===== config.mk =====
export PLATFORM = sky130hd
export DESIGN_NAME = seg_scan_capture
export DESIGN_NICKNAME = d
export VERILOG_FILES = /design/src/rtl/seg_scan_capture_pkg.sv /design/src/rtl/sync_2ff.sv /design/src/rtl/seg_scan_capture.sv
export SDC_FILE = /design/constraint.sdc
export NUM_CORES = 1
export LEC_CHECK = 0
export CAP_MARGIN = 10
export CORE_MARGIN = 8
export CORE_UTILIZATION = 40
export DETAILED_ROUTE_END_ITERATION = 6
export SYNTH_ARGS = -nofsm -noshare
export SYNTH_HDL_FRONTEND = slang
export SYNTH_SLANG_ARGS = --single-unit
export TNS_END_PERCENT = 10

===== constraint.sdc =====
create_clock -name clk -period 10.2 [get_ports clk]
set_clock_uncertainty 0.1 [all_clocks]
set_input_delay 2.04 -clock clk [delete_from_list [all_inputs] [get_ports clk]]
set_output_delay 2.04 -clock clk [all_outputs]
set_load 0.05 [all_outputs]

===== src/rtl/seg_scan_capture_pkg.sv =====
// Shared 7-segment display definitions: hex glyphs, glyph decoder, scan FSM states.
package seg_scan_capture_pkg;

    localparam int unsigned NUM_DIGITS = 8;
    localparam int unsigned SEG_W      = 7;
    localparam int unsigned NIB_W      = 4;
    localparam int unsigned IDX_W      = 3;

    // Active-low glyphs, bit0 = a ... bit6 = g.
    localparam logic [SEG_W-1:0] GLYPH_0 = 7'h40;
    localparam logic [SEG_W-1:0] GLYPH_1 = 7'h79;
    localparam logic [SEG_W-1:0] GLYPH_2 = 7'h24;
    localparam logic [SEG_W-1:0] GLYPH_3 = 7'h30;
    localparam logic [SEG_W-1:0] GLYPH_4 = 7'h19;
    localparam logic [SEG_W-1:0] GLYPH_5 = 7'h12;
    localparam logic [SEG_W-1:0] GLYPH_6 = 7'h02;
    localparam logic [SEG_W-1:0] GLYPH_7 = 7'h78;
    localparam logic [SEG_W-1:0] GLYPH_8 = 7'h00;
    localparam logic [SEG_W-1:0] GLYPH_9 = 7'h10;
    localparam logic [SEG_W-1:0] GLYPH_A = 7'h08;
    localparam logic [SEG_W-1:0] GLYPH_B = 7'h03;
    localparam logic [SEG_W-1:0] GLYPH_C = 7'h46;
    localparam logic [SEG_W-1:0] GLYPH_D = 7'h21;
    localparam logic [SEG_W-1:0] GLYPH_E = 7'h06;
    localparam logic [SEG_W-1:0] GLYPH_F = 7'h0E;

    // Scan-tracking FSM states.
    typedef logic [1:0] state_t;
    localparam state_t ST_IDLE   = 2'd0;
    localparam state_t ST_SETTLE = 2'd1;
    localparam state_t ST_HOLD   = 2'd2;

    // Decoded digit: ok flags a legal glyph.
    typedef struct packed {
        logic             ok;
        logic [NIB_W-1:0] value;
    } hex_dec_t;

    // Inverse of the glyph encoding; unknown patterns (including blank) give {0, 4'h0}.
    function automatic hex_dec_t seg_to_hex(input logic [SEG_W-1:0] seg);
        hex_dec_t r;
        r.ok    = 1'b1;
        r.value = 4'h0;
        case (seg)
            GLYPH_0: r.value = 4'h0;
            GLYPH_1: r.value = 4'h1;
            GLYPH_2: r.value = 4'h2;
            GLYPH_3: r.value = 4'h3;
            GLYPH_4: r.value = 4'h4;
            GLYPH_5: r.value = 4'h5;
            GLYPH_6: r.value = 4'h6;
            GLYPH_7: r.value = 4'h7;
            GLYPH_8: r.value = 4'h8;
            GLYPH_9: r.value = 4'h9;
            GLYPH_A: r.value = 4'hA;
            GLYPH_B: r.value = 4'hB;
            GLYPH_C: r.value = 4'hC;
            GLYPH_D: r.value = 4'hD;
            GLYPH_E: r.value = 4'hE;
            GLYPH_F: r.value = 4'hF;
            default: r.ok    = 1'b0;
        endcase
        return r;
    endfunction

endpackage


===== src/rtl/sync_2ff.sv =====
// Parameterized-width two-flop synchronizer with a selectable reset value.
module sync_2ff #(
    parameter int unsigned       WIDTH   = 1,
    parameter logic [WIDTH-1:0]  RST_VAL = '0
) (
    input  logic             clk,
    input  logic             rst_n,
    input  logic [WIDTH-1:0] i_d,
    output logic [WIDTH-1:0] o_q
);

    logic [WIDTH-1:0] r_meta;
    logic [WIDTH-1:0] r_sync;

    // Two register stages to resolve metastability on asynchronous inputs.
    always_ff @(posedge clk or negedge rst_n) begin
        if (!rst_n) begin
            r_meta <= RST_VAL;
            r_sync <= RST_VAL;
        end else begin
            r_meta <= i_d;
            r_sync <= r_meta;
        end
    end

    assign o_q = r_sync;

endmodule


===== src/rtl/seg_scan_capture.sv =====
// Reconstructs the eight hex digits shown on a multiplexed active-low 7-segment display.
module seg_scan_capture
    import seg_scan_capture_pkg::*;
#(
    parameter int unsigned SETTLE_CYCLES  = 16,
    parameter int unsigned TIMEOUT_CYCLES = 2**20
) (
    input  logic        clk,
    input  logic        rst_n,
    input  logic [6:0]  segments,
    input  logic [7:0]  anodes,
    output logic [31:0] digits,
    output logic [7:0]  digit_ok,
    output logic        frame_valid,
    output logic        scan_err,
    output logic        stalled
);

    localparam int unsigned SW       = $clog2(SETTLE_CYCLES + 1);
    localparam int unsigned TW       = $clog2(TIMEOUT_CYCLES + 1);
    localparam int unsigned IN_W     = NUM_DIGITS + SEG_W;
    localparam bit          ONE_SHOT = (SETTLE_CYCLES <= 1);

    logic [IN_W-1:0]       w_sync;
    logic [NUM_DIGITS-1:0] w_an;
    logic [SEG_W-1:0]      w_seg;
    logic [3:0]            w_low_cnt;
    logic [IDX_W-1:0]      w_idx;
    logic                  w_valid;
    logic                  w_err;
    logic                  w_an_chg;
    logic                  w_seg_chg;
    logic [SW-1:0]         w_cnt_inc;
    hex_dec_t              w_dec;

    state_t                w_state_nx;
    logic [SW-1:0]         w_cnt_nx;
    logic                  w_cap;
    logic                  w_err_pulse;
    logic                  w_timeout_hit;
    logic [NUM_DIGITS-1:0] w_seen_nx;

    state_t                r_state;
    logic [SW-1:0]         r_cnt;
    logic [NUM_DIGITS-1:0] r_prev_an;
    logic [SEG_W-1:0]      r_prev_seg;
    logic                  r_prev_err;
    logic                  r_scan_err;

    logic [NUM_DIGITS-1:0][NIB_W-1:0] r_slot_val;
    logic [NUM_DIGITS-1:0]            r_slot_ok;
    logic [NUM_DIGITS-1:0]            r_seen;
    logic [31:0]                      r_digits;
    logic [NUM_DIGITS-1:0]            r_digit_ok;
    logic                             r_frame_valid;
    logic [TW-1:0]                    r_idle_cnt;
    logic                             r_stalled;

    // Synchronizers idle at all-ones so reset looks like a blank display, not an error.
    sync_2ff #(
        .WIDTH   (IN_W),
        .RST_VAL ({IN_W{1'b1}})
    ) u_sync (
        .clk   (clk),
        .rst_n (rst_n),
        .i_d   ({anodes, segments}),
        .o_q   (w_sync)
    );

    assign w_an  = w_sync[IN_W-1:SEG_W];
    assign w_seg = w_sync[SEG_W-1:0];

    // Window classification: count active anodes and locate the selected digit.
    always_comb begin
        w_low_cnt = 4'd0;
        w_idx     = '0;
        for (int i = 0; i < int'(NUM_DIGITS); i++) begin
            if (!w_an[i]) begin
                w_low_cnt = w_low_cnt + 4'd1;
                w_idx     = IDX_W'(i);
            end
        end
    end

    assign w_valid   = (w_low_cnt == 4'd1);
    assign w_err     = (w_low_cnt > 4'd1);
    assign w_an_chg  = (w_an != r_prev_an);
    assign w_seg_chg = (w_seg != r_prev_seg);
    assign w_cnt_inc = r_cnt + SW'(1);
    assign w_dec     = seg_to_hex(w_seg);

    // Scan FSM next state: settle on a stable window, capture once, hold until the anode moves.
    always_comb begin
        w_state_nx  = r_state;
        w_cnt_nx    = r_cnt;
        w_cap       = 1'b0;
        w_err_pulse = w_err && !r_prev_err;
        case (r_state)
            ST_IDLE: begin
                if (w_valid) begin
                    w_cnt_nx   = SW'(1);
                    w_cap      = ONE_SHOT;
                    w_state_nx = ONE_SHOT ? ST_HOLD : ST_SETTLE;
                end
            end
            ST_SETTLE: begin
                if (w_an_chg || w_seg_chg) begin
                    if (w_valid) begin
                        w_cnt_nx   = SW'(1);
                        w_cap      = ONE_SHOT;
                        w_state_nx = ONE_SHOT ? ST_HOLD : ST_SETTLE;
                    end else begin
                        w_cnt_nx   = '0;
                        w_state_nx = ST_IDLE;
                    end
                end else begin
                    w_cnt_nx = w_cnt_inc;
                    if (w_cnt_inc == SW'(SETTLE_CYCLES)) begin
                        w_cap      = 1'b1;
                        w_state_nx = ST_HOLD;
                    end
                end
            end
            ST_HOLD: begin
                if (w_an_chg) begin
                    if (w_valid) begin
                        w_cnt_nx   = SW'(1);
                        w_cap      = ONE_SHOT;
                        w_state_nx = ONE_SHOT ? ST_HOLD : ST_SETTLE;
                    end else begin
                        w_cnt_nx   = '0;
                        w_state_nx = ST_IDLE;
                    end
                end
            end
            default: begin
                w_cnt_nx   = '0;
                w_state_nx = ST_IDLE;
            end
        endcase
    end

    // FSM state, previous-sample history and error pulse registers.
    always_ff @(posedge clk or negedge rst_n) begin
        if (!rst_n) begin
            r_state    <= ST_IDLE;
            r_cnt      <= '0;
            r_prev_an  <= '1;
            r_prev_seg <= '1;
            r_prev_err <= 1'b0;
            r_scan_err <= 1'b0;
        end else begin
            r_state    <= w_state_nx;
            r_cnt      <= w_cnt_nx;
            r_prev_an  <= w_an;
            r_prev_seg <= w_seg;
            r_prev_err <= w_err;
            r_scan_err <= w_err_pulse;
        end
    end

    assign w_timeout_hit = !w_cap && (r_idle_cnt == TW'(TIMEOUT_CYCLES - 1));

    // Seen mask: cleared by a frame emit or a timeout, then the current capture is added.
    always_comb begin
        w_seen_nx = r_seen;
        if ((r_seen == '1) || w_timeout_hit) begin
            w_seen_nx = '0;
        end
        if (w_cap) begin
            w_seen_nx[w_idx] = 1'b1;
        end
    end

    // Digit slots, frame output, idle timeout and stall flag.
    always_ff @(posedge clk or negedge rst_n) begin
        if (!rst_n) begin
            r_slot_val    <= '0;
            r_slot_ok     <= '0;
            r_seen        <= '0;
            r_digits      <= '0;
            r_digit_ok    <= '0;
            r_frame_valid <= 1'b0;
            r_idle_cnt    <= '0;
            r_stalled     <= 1'b0;
        end else begin
            r_frame_valid <= 1'b0;
            r_seen        <= w_seen_nx;
            if (w_cap) begin
                r_slot_val[w_idx] <= w_dec.value;
                r_slot_ok[w_idx]  <= w_dec.ok;
            end
            if (r_seen == '1) begin
                r_digits      <= r_slot_val;
                r_digit_ok    <= r_slot_ok;
                r_frame_valid <= 1'b1;
            end
            if (w_cap) begin
                r_idle_cnt <= '0;
                r_stalled  <= 1'b0;
            end else if (r_idle_cnt != TW'(TIMEOUT_CYCLES)) begin
                r_idle_cnt <= r_idle_cnt + TW'(1);
                if (w_timeout_hit) begin
                    r_stalled <= 1'b1;
                end
            end
        end
    end

    assign digits      = r_digits;
    assign digit_ok    = r_digit_ok;
    assign frame_valid = r_frame_valid;
    assign scan_err    = r_scan_err;
    assign stalled     = r_stalled;

endmodule


; ---- Word level (Yosys, flattened, before mapping)
; Index checks and enable logic that the tools add are counted.
[totals]
regBits = 165
latchBits = 0
mem_bits_rw = 0
mem_bits_ro = 0
inputBits = 17
elab_cells = 123
mem_count = 0
[op_classes]
n_addsub = 9
n_mul = 0
n_div = 0
n_lt_le_gt_ge = 3
eq_ne = 27
n_shift = 0
muxes = 45
bitwise_logic = 1
reduce_logical = 15
[ops]
columns = op, count
row1 = $pmux W4 S15, 1
row2 = $mux W21, 2
row3 = $bwmux W32, 1
row4 = $mux W4, 8
row5 = $add A4 B1 Y4 const B, 7
row6 = $eq A7 B7 Y1 const B, 4
row7 = $add A21 B1 Y21 const B, 1
row8 = $eq A21 B20 Y1 const B, 1
row9 = $eq A7 B5 Y1 const B, 3
row10 = $eq A7 B6 Y1 const B, 3
row11 = $ne A21 B21 Y1 const B, 1
row12 = $mux W3, 6
row13 = $mux W8, 2
row14 = $reduce_or A16 Y1, 1
row15 = $mux W5, 3
row16 = $pmux W5 S3, 1
row17 = $eq A7 B2 Y1 const B, 2
row18 = $eq A7 B4 Y1 const B, 2
row19 = $mux W1, 13
row20 = $demux W4 S3, 1
row21 = $bwmux W8, 1
row22 = $eq A8 B8 Y1 const B, 1
row23 = $mux W2, 4
row24 = $ne A8 B8 Y1, 1
row25 = 23 further kinds, 30

; ---- Logic depth before layout (Yosys ltp)
; Gate-level depths: netlist of the first run.
[depth]
word_depth = 19
mapped_depth = 19
ltp_nobuf = 19

; ---- Cells and area by module
; Synthesis of the first run repeated with hierarchy kept, for this count alone.
[hier_totals]
cells_unflattened = 639
area_unflattened_um2 = 7419.6
[by_module_without_submodules]
columns = module, instances, cells_each, area_each_um2
row1 = seg_scan_capture, 1, 609, 6631.4
row2 = sync_2ff, 1, 30, 788.3

; ---- Worst setup path before layout of the first run
; No wires, ideal clock.
[synth_path]
path_type = flip-flop to flip-flop
start = register u_sync.r_sync[8], in the netlist u_sync.o_q[8]
end = register r_cnt[2]
setup_time_ns = 0.126
arrival_time_ns = 4.280
required_ns = 9.974
path_slack_ns = 5.694
stages_incl_launch_ff = 20
n_path_buf = 1
period_less_slack_ns = 4.506
path_cell_list = dfstp_2 > inv_1 > ha_1 > buf_6 > xnor2_1 > ha_1 > nor2b_1 > or3_1 > a211oi_1 > or3_4 > ha_1 > nor3b_1 > mux2i_1 > o41ai_1 > a21oi_1 > ha_1 > nor3_1 > o22a_2 > a311oi_4 > a221o_1
[synth_via]
elab_chain_cells = 16
word_cells_on_any_way = 21
[synth_rtl]
columns = element, line_no
row1 = start: declaration, sync_2ff.sv:13  ; logic [WIDTH-1:0] r_sync;
row2 = start signal: assignment, sync_2ff.sv:22  ; r_sync <= r_meta;
row3 = $mux W4, seg_scan_capture.sv:78  ; if (!w_an[i]) begin
row4 = $add A4 B1 Y4, seg_scan_capture.sv:79  ; w_low_cnt = w_low_cnt + 4'd1;
row5 = $mux W4, seg_scan_capture.sv:78
row6 = $add A4 B1 Y4, seg_scan_capture.sv:79
row7 = $mux W4, seg_scan_capture.sv:78
row8 = $add A4 B1 Y4, seg_scan_capture.sv:79
row9 = $mux W4, seg_scan_capture.sv:78
row10 = $add A4 B1 Y4, seg_scan_capture.sv:79
row11 = $mux W4, seg_scan_capture.sv:78
row12 = $add A4 B1 Y4, seg_scan_capture.sv:79
row13 = $mux W4, seg_scan_capture.sv:78
row14 = $add A4 B1 Y4, seg_scan_capture.sv:79
row15 = $mux W4, seg_scan_capture.sv:78
row16 = $eq A4 B1 Y1, seg_scan_capture.sv:85  ; assign w_valid = (w_low_cnt == 4'd1);
row17 = $ne A2 B2 Y1 (no source line), n/a
row18 = $reduce_and A2 Y1 (no source line), n/a
row19 = end signal: assignment, seg_scan_capture.sv:154  ; r_cnt <= w_cnt_nx;
row20 = end: declaration, seg_scan_capture.sv:44  ; logic [SW-1:0] r_cnt;
; Several ways; a longest one is shown, not always the timed one.
; A chain may end at the register's enable or synchronous reset.

; ---- Worst setup path in the final report of the first run
; Same ends and word-level chain as after synthesis.

==> flow_summary.json, run 1 <==
{
  "holdPathStages": 0,
  "stdcell_area_um2": 8550,
  "internal-power_mw": 1.09,
  "num_vias": 4660,
  "die_w_um": 150,
  "grt_pass1_wl_um": 23800,
  "hold_start": "u_sync.r_meta[11]",
  "yosys-top-cells-area": "dfrtp_1 42%, dfstp_2 16%, mux2_2 6.6%, xor2_1 3.5%, nand2_1 3.1%",
  "period_minus_slack_ns": 5.03,
  "r2r-start": "u_sync.o_q[8]",
  "cp-start-kind": "flip-flop",
  "cts-root-buf": "clkbuf_16",
  "outcome": "finished, final reports clean",
  "routabilityCongestion": 0.789,
  "cts.sinks": 165,
  "crit_type": "reg -> reg",
  "cts_hold_buf": 0,
  "die_h_um": 150,
  "syn_inst": 623,
  "crit_path_end_kind": "flip-flop",
  "grt_overflow": 0,
  "async_flop_share": 1.00,
  "postCtsSetupBuffers": 0,
  "cts_resized": 0,
  "swShare": 0.248,
  "crit_arrival_ns": 5.24,
  "clkLatencyLatePin_ns": 0.42,
  "place_worst_setup_slack_ns": 5.25,
  "setup_viol": 0,
  "max_slew_margin": 0.161,
  "cts_max_path_buffers": 2,
  "dpl.hpwl_um": 9580,
  "power_frac_clock": 0.425,
  "yosys_warnings": 0,
  "antenna_left": 0,
  "drtIter0Drc": 249,
  "grt_max_degree": 95,
  "rrSetupSlack_ns": 5.17,
  "r2r_end": "r_cnt[2]",
  "io_pins": 60,
  "area_growth_pct": 18.7,
  "holdPathEnd": "u_sync.o_q[11]",
  "rows": 49,
  "utilization": 0.479,
  "synthesis.nets": 651,
  "drt-vias-per-instance": 5.09,
  "cts_tree": "built",
  "synth.yosys.seq_area_share": 0.581,
  "synthFlopType": "dfrtp_1",
  "synth_cell_types": 60,
  "wl_um": 14000,
  "cap_violations": 0,
  "final.setup.tns_ns": 0,
  "finalPower_mw": 1.45,
  "seqPwrFrac": 0.482,
  "start_util": 0.404,
  "switchingPower_mw": 0.359,
  "fin_crit_sh": 0.493,
  "fmax_mhz": 199,
  "finalWorstSetupSlack_ns": 5.17,
  "finalMaxSlewViolations": 0,
  "antenna_found_initial": 0,
  "drc": 0,
  "diodes": 0,
  "crit_required_ns": 10.41,
  "gr-usage-all-layers": 0.133,
  "first_pass_iters": 4,
  "synth_edf_count": 0,
  "p_comb_frac": 0.093,
  "r2r_cells": 18,
  "syn-cell-area_um2": 7200,
  "grt_pass1_vias": 4768,
  "cellLeakagePower_nw": 3.74,
  "layout.nets": 702,
  "fp.coreArea_um2": 17800,
  "vdd_ir_drop_max_mv": 0.116,
  "synth_top_area_share": 0.417,
  "yosysTopAreaCell": "dfrtp_1",
  "drive_gt1_frac": 0.198,
  "wl_per_cell_um": 15.3,
  "crit_start": "u_sync.o_q[8]",
  "rsz0062_at_grt": "no",
  "cts_buffers": 17,
  "htreeDepth": 4,
  "numPortBuffers": 59,
  "dieArea_um2": 22600,
  "hold_viol": 0,
  "holdCritPathClass": "reg -> reg",
  "synth.avg_cell_area_um2": 11.6,
  "clk_pin_slew_ns": 0.06,
  "worstMarginPinSlew_ns": 1.25,
  "p_per_area_nw_per_um2": 169,
  "dpl-instance-area_um2": 7980,
  "yosys_register_bits": 165,
  "crit_fanout": 9
}
-- registers in the layout, indices dropped and copies added, names as in the netlist, 7 cells and up --
| signal | flops |
|---|---|
| digits | 32 |
| r_slot_ok | 8 |
| u_sync.o_q | 15 |
| r_prev_an | 8 |
| r_seen | 8 |
| r_slot_val | 32 |
| u_sync.r_meta | 15 |
| r_idle_cnt | 21 |
| digit_ok | 8 |
| r_prev_seg | 7 |
-- stage by stage --
step,hold WS (ns),std cells
after floorplan,0.245,623
after global routing,0.257,916
after detailed placement,0.247,884
after CTS,0.256,916
final,0.255,916
after global placement,0.245,884
-- synthesized netlist by cell type (all sizes together) (13+ instances only) --
library cell / instances
mux2i: 13
clkbuf: 23
xnor2: 17
nand2: 59
a21oi: 23
nand3: 14
nor2: 55
o21ai: 33
dfstp: 45
dfrtp: 120
inv: 17
xor2: 30
mux2: 42
-- worst max-delay path by stage --
stage | to | slack, ns
finish | r_cnt[2] | 5.17
floorplan | r_cnt[2] | 5.69
CTS | r_cnt[2] | 5.23
global placement | r_cnt[2] | 5.37
detailed placement | r_cnt[2] | 5.25
global route | r_cnt[2] | 4.81
-- critical path: stages, from the launching register on --
cell and delay (ns):
dfstp_2 0.58, inv_1 0.09, ha_1 0.52, xnor2_1 0.13, ha_1 0.32, nor2b_1 0.19, or3_1 0.35, a211oi_1 0.33
or3_4 0.19, ha_1 0.23, nor3b_1 0.14, mux2i_1 0.13, o41ai_1 0.12, a21oi_1 0.26, ha_1 0.30, nor3_1 0.21
o22a_2 0.23, a311oi_4 0.12, a221o_1 0.36
-- area by class of cell --
type | instances | area [µm²]
Sequential cell | 165 | 4190
Timing Repair Buffer | 62 | 614
Clock buffer | 19 | 453
Fill cell | 1584 | 9290
Clock inverter | 13 | 123
Tap cell | 229 | 287
Multi-Input combinational cell | 411 | 2830
Inverter | 17 | 63.8
-- power by group through the flow --
stage	clock, mW	combinational, mW	sequential [mW]
4_1_cts	0.633	0.136	0.699
2_1_floorplan	0	0.101	0.703
6_report	0.616	0.134	0.699
3_3_place_gp	0	0.131	0.709
3_5_place_dp	0	0.135	0.710
5_1_grt	0.667	0.150	0.701
-- cells in the final DEF (no fill, tap or decap), types with 7 or more instances in the layout --
cell,count
nand2b_1,7
mux2i_1,13
inv_1,16
or3_1,10
dfstp_2,45
o21ai_0,27
a21oi_1,23
nor4_1,8
nor3_1,9
nand2_1,59
nor2b_1,9
nand3_1,14
clkbuf_16,17
nand4_1,8
nor3b_1,7
xnor2_1,16
nor2_1,54
xor2_1,29
ha_1,11
mux2_2,42
clkdlybuf4s50_1,58
dfrtp_1,120
-- kinds of logic (layout without fill, tap and decap cells) --
family / after synthesis / count (layout) / synth area share
mux: 56 / 56 / 0.0868
simple gates: 207 / 207 / 0.141
xor+xnor: 48 / 48 / 0.0643
buf+inv: 47 / 111 / 0.0278
compound gates: 89 / 89 / 0.0796
fa+ha+maj: 11 / 11 / 0.0191
flops: 165 / 165 / 0.581
-- layer usage --
metal / global-route usage / share of wire / wire length, µm / vias up
met5: 0 / 0 / 0 / -
met4: 0.0445 / 0.013 / 177 / 0
met3: 0.0379 / 0.040 / 562 / 13
met2: 0.210 / 0.47 / 6640 / 77
met1: 0.172 / 0.47 / 6600 / 2316
li1: - / - / - / 2254
(Power assumes the default switching activity.)
==> run 2: changes to the inputs <==
clock period = 5.2 ns   (was 10.2 ns; I/O delays follow)
==> run 2 against run 1 <==
Compared with the run above: wire length shrank 0.48%; sequential power grew 96%; critical path depth is the same; final area grew 1.1%; setup slack lost 4.8 ns; combinational power grew 100%; global-route usage is essentially flat; final cell count grew 0.44%; first-iteration DRC count grew 40%.
==> flow_summary.json, run 2 (synthesis gave the netlist of run 1 again) <==
{
  "num_vias": 4688,
  "io_pins": 60,
  "layout_commonest_cell": "dfrtp_1",
  "gr-usage-all-layers": 0.132,
  "final.setup.tns_ns": 0,
  "cts_hold_buf": 0,
  "finalMaxSlewViolations": 0,
  "layout.nets": 706,
  "holdPathStages": 0,
  "fp.coreArea_um2": 17800,
  "grt_max_degree": 102,
  "hold_start": "u_sync.r_meta[10]",
  "worstMarginPinSlew_ns": 0.931,
  "fmax_mhz": 206,
  "crit_arrival_ns": 5.06,
  "cap_violations": 0,
  "cp-start-kind": "flip-flop",
  "grt_overflow": 0,
  "cellLeakagePower_nw": 3.80,
  "wl_per_cell_um": 15.1,
  "dpl.hpwl_um": 9740,
  "routed-wl-met2_um": 6770,
  "dr.max_layer_used": "met4",
  "clk_pin_slew_ns": 0.06,
  "critPathMaxStageDelay_ns": 0.59,
  "met3_length_um": 613,
  "utilization": 0.485,
  "wl_um": 13900,
  "rsz0062_at_grt": "no",
  "fin_hold_ws_ns": 0.256,
  "crit_type": "reg -> reg",
  "cts.sinks": 165,
  "wl_met1_um": 6380,
  "cts_buffers": 17,
  "crit_fanout": 9,
  "diodes": 0,
  "p_per_area_nw_per_um2": 345,
  "crit_top_cell": "ha_1",
  "setup_viol": 0,
  "finalWorstSetupSlack_ns": 0.350,
  "crit_path_top_delay_cell": "dfstp_2",
  "cts_max_path_buffers": 2,
  "place_worst_setup_slack_ns": 0.271,
  "clkLatencyLatePin_ns": 0.42,
  "drc": 0,
  "rrSetupSlack_ns": 0.35,
  "rows": 49,
  "max_slew_margin": 0.379,
  "drtIter0Drc": 349,
  "drive_gt1_frac": 0.204,
  "htreeDepth": 4,
  "vdd_ir_drop_max_mv": 0.217,
  "r2r-start": "u_sync.o_q[8]",
  "start_util": 0.404,
  "area_growth_pct": 20.0,
  "holdCritPathClass": "reg -> reg",
  "holdPathEnd": "u_sync.o_q[10]",
  "antenna_left": 0,
  "antenna_found_initial": 0,
  "numPortBuffers": 59,
  "crit_required_ns": 5.40,
  "drt-vias-per-instance": 5.10,
  "dieArea_um2": 22600,
  "r2r_cells": 18,
  "grt_pass1_wl_um": 23800,
  "crit_path_end_kind": "flip-flop",
  "first_pass_iters": 4,
  "cts-root-buf": "clkbuf_16",
  "grt_pass1_vias": 4786,
  "die_h_um": 150,
  "period_minus_slack_ns": 4.85,
  "final_cell_mix": "120 x dfrtp_1, 59 x nand2_1, 58 x clkdlybuf4s50_1",
  "routabilityCongestion": 0.794,
  "fin_crit_sh": 0.933,
  "hold_viol": 0,
  "cts_tree": "built",
  "outcome": "finished, final reports clean",
  "die_w_um": 150,
  "r2r_end": "r_cnt[2]",
  "crit_chain": "inv_1 -> ha_2 -> xnor2_1 -> ha_1 -> nor2b_1 -> or3_1 -> a211oi_1 -> or3_4 -> ha_1 -> nor3b_1 -> mux2i_1 -> o41ai_1 -> a21oi_1 -> ha_1 -> nor3_1 -> o22a_2 -> a311oi_4 -> a221o_1"
}
[run 2: worst max-delay path: cells and delay by family, from the launching register on]
family          cells  cell delay [ns]
compound gates      6             1.36
xor+xnor            1             0.10
fa+ha+maj           4             1.29
buf+inv             1             0.10
flops               1             0.59
mux                 1             0.13
simple gates        5             1.06
[run 2: area by class of cell]
cell class	instances	area (µm²)
clock buffer	21	470
clock inverter	11	171
fill	1559	9190
inverter	17	63.8
multi-input combinational	411	2830
sequential	165	4190
tap	229	287
timing repair buffer	66	642
[run 2: per-layer routing]
layer	vias up	track usage
li1	2258	-
met1	2341	0.171
met2	75	0.214
met3	14	0.0349
met4	0	0.0405
met5	-	0
[run 2: per-stage QoR]
step,instances,power (mW),area (µm²)
final,920,2.99,8650
after global placement,886,1.65,7990
after CTS,918,3.02,8630
after detailed placement,886,1.66,7990
after global routing,920,3.11,8650
after floorplan,623,1.58,7200
[run 2: how the worst max path moves through the flow]
stage | start | endpoint | depth (start not counted)
after global placement | u_sync.o_q[8] | r_cnt[2] | 18
final | u_sync.o_q[8] | r_cnt[2] | 18
after floorplan | u_sync.o_q[8] | r_cnt[2] | 19
after detailed placement | u_sync.o_q[8] | r_cnt[2] | 18
after global routing | u_sync.o_q[8] | r_cnt[4] | 18
after CTS | u_sync.o_q[8] | r_cnt[2] | 18
[run 2: where the power goes]
group,total [mW],switching (mW),leakage [nW],internal [mW]
logic,0.269,0.146,1.36,0.123
registers,1.37,0.0416,2.13,1.33
clock network,1.35,0.502,0.315,0.845
total,2.99,0.690,3.80,2.30
[run 2: repair_timing]
action | 4_1_cts | 5_1_grt
endpoints found under the setup margin | 0 | 4
resized for setup | 0 | 1
setup buffers | 0 | 1
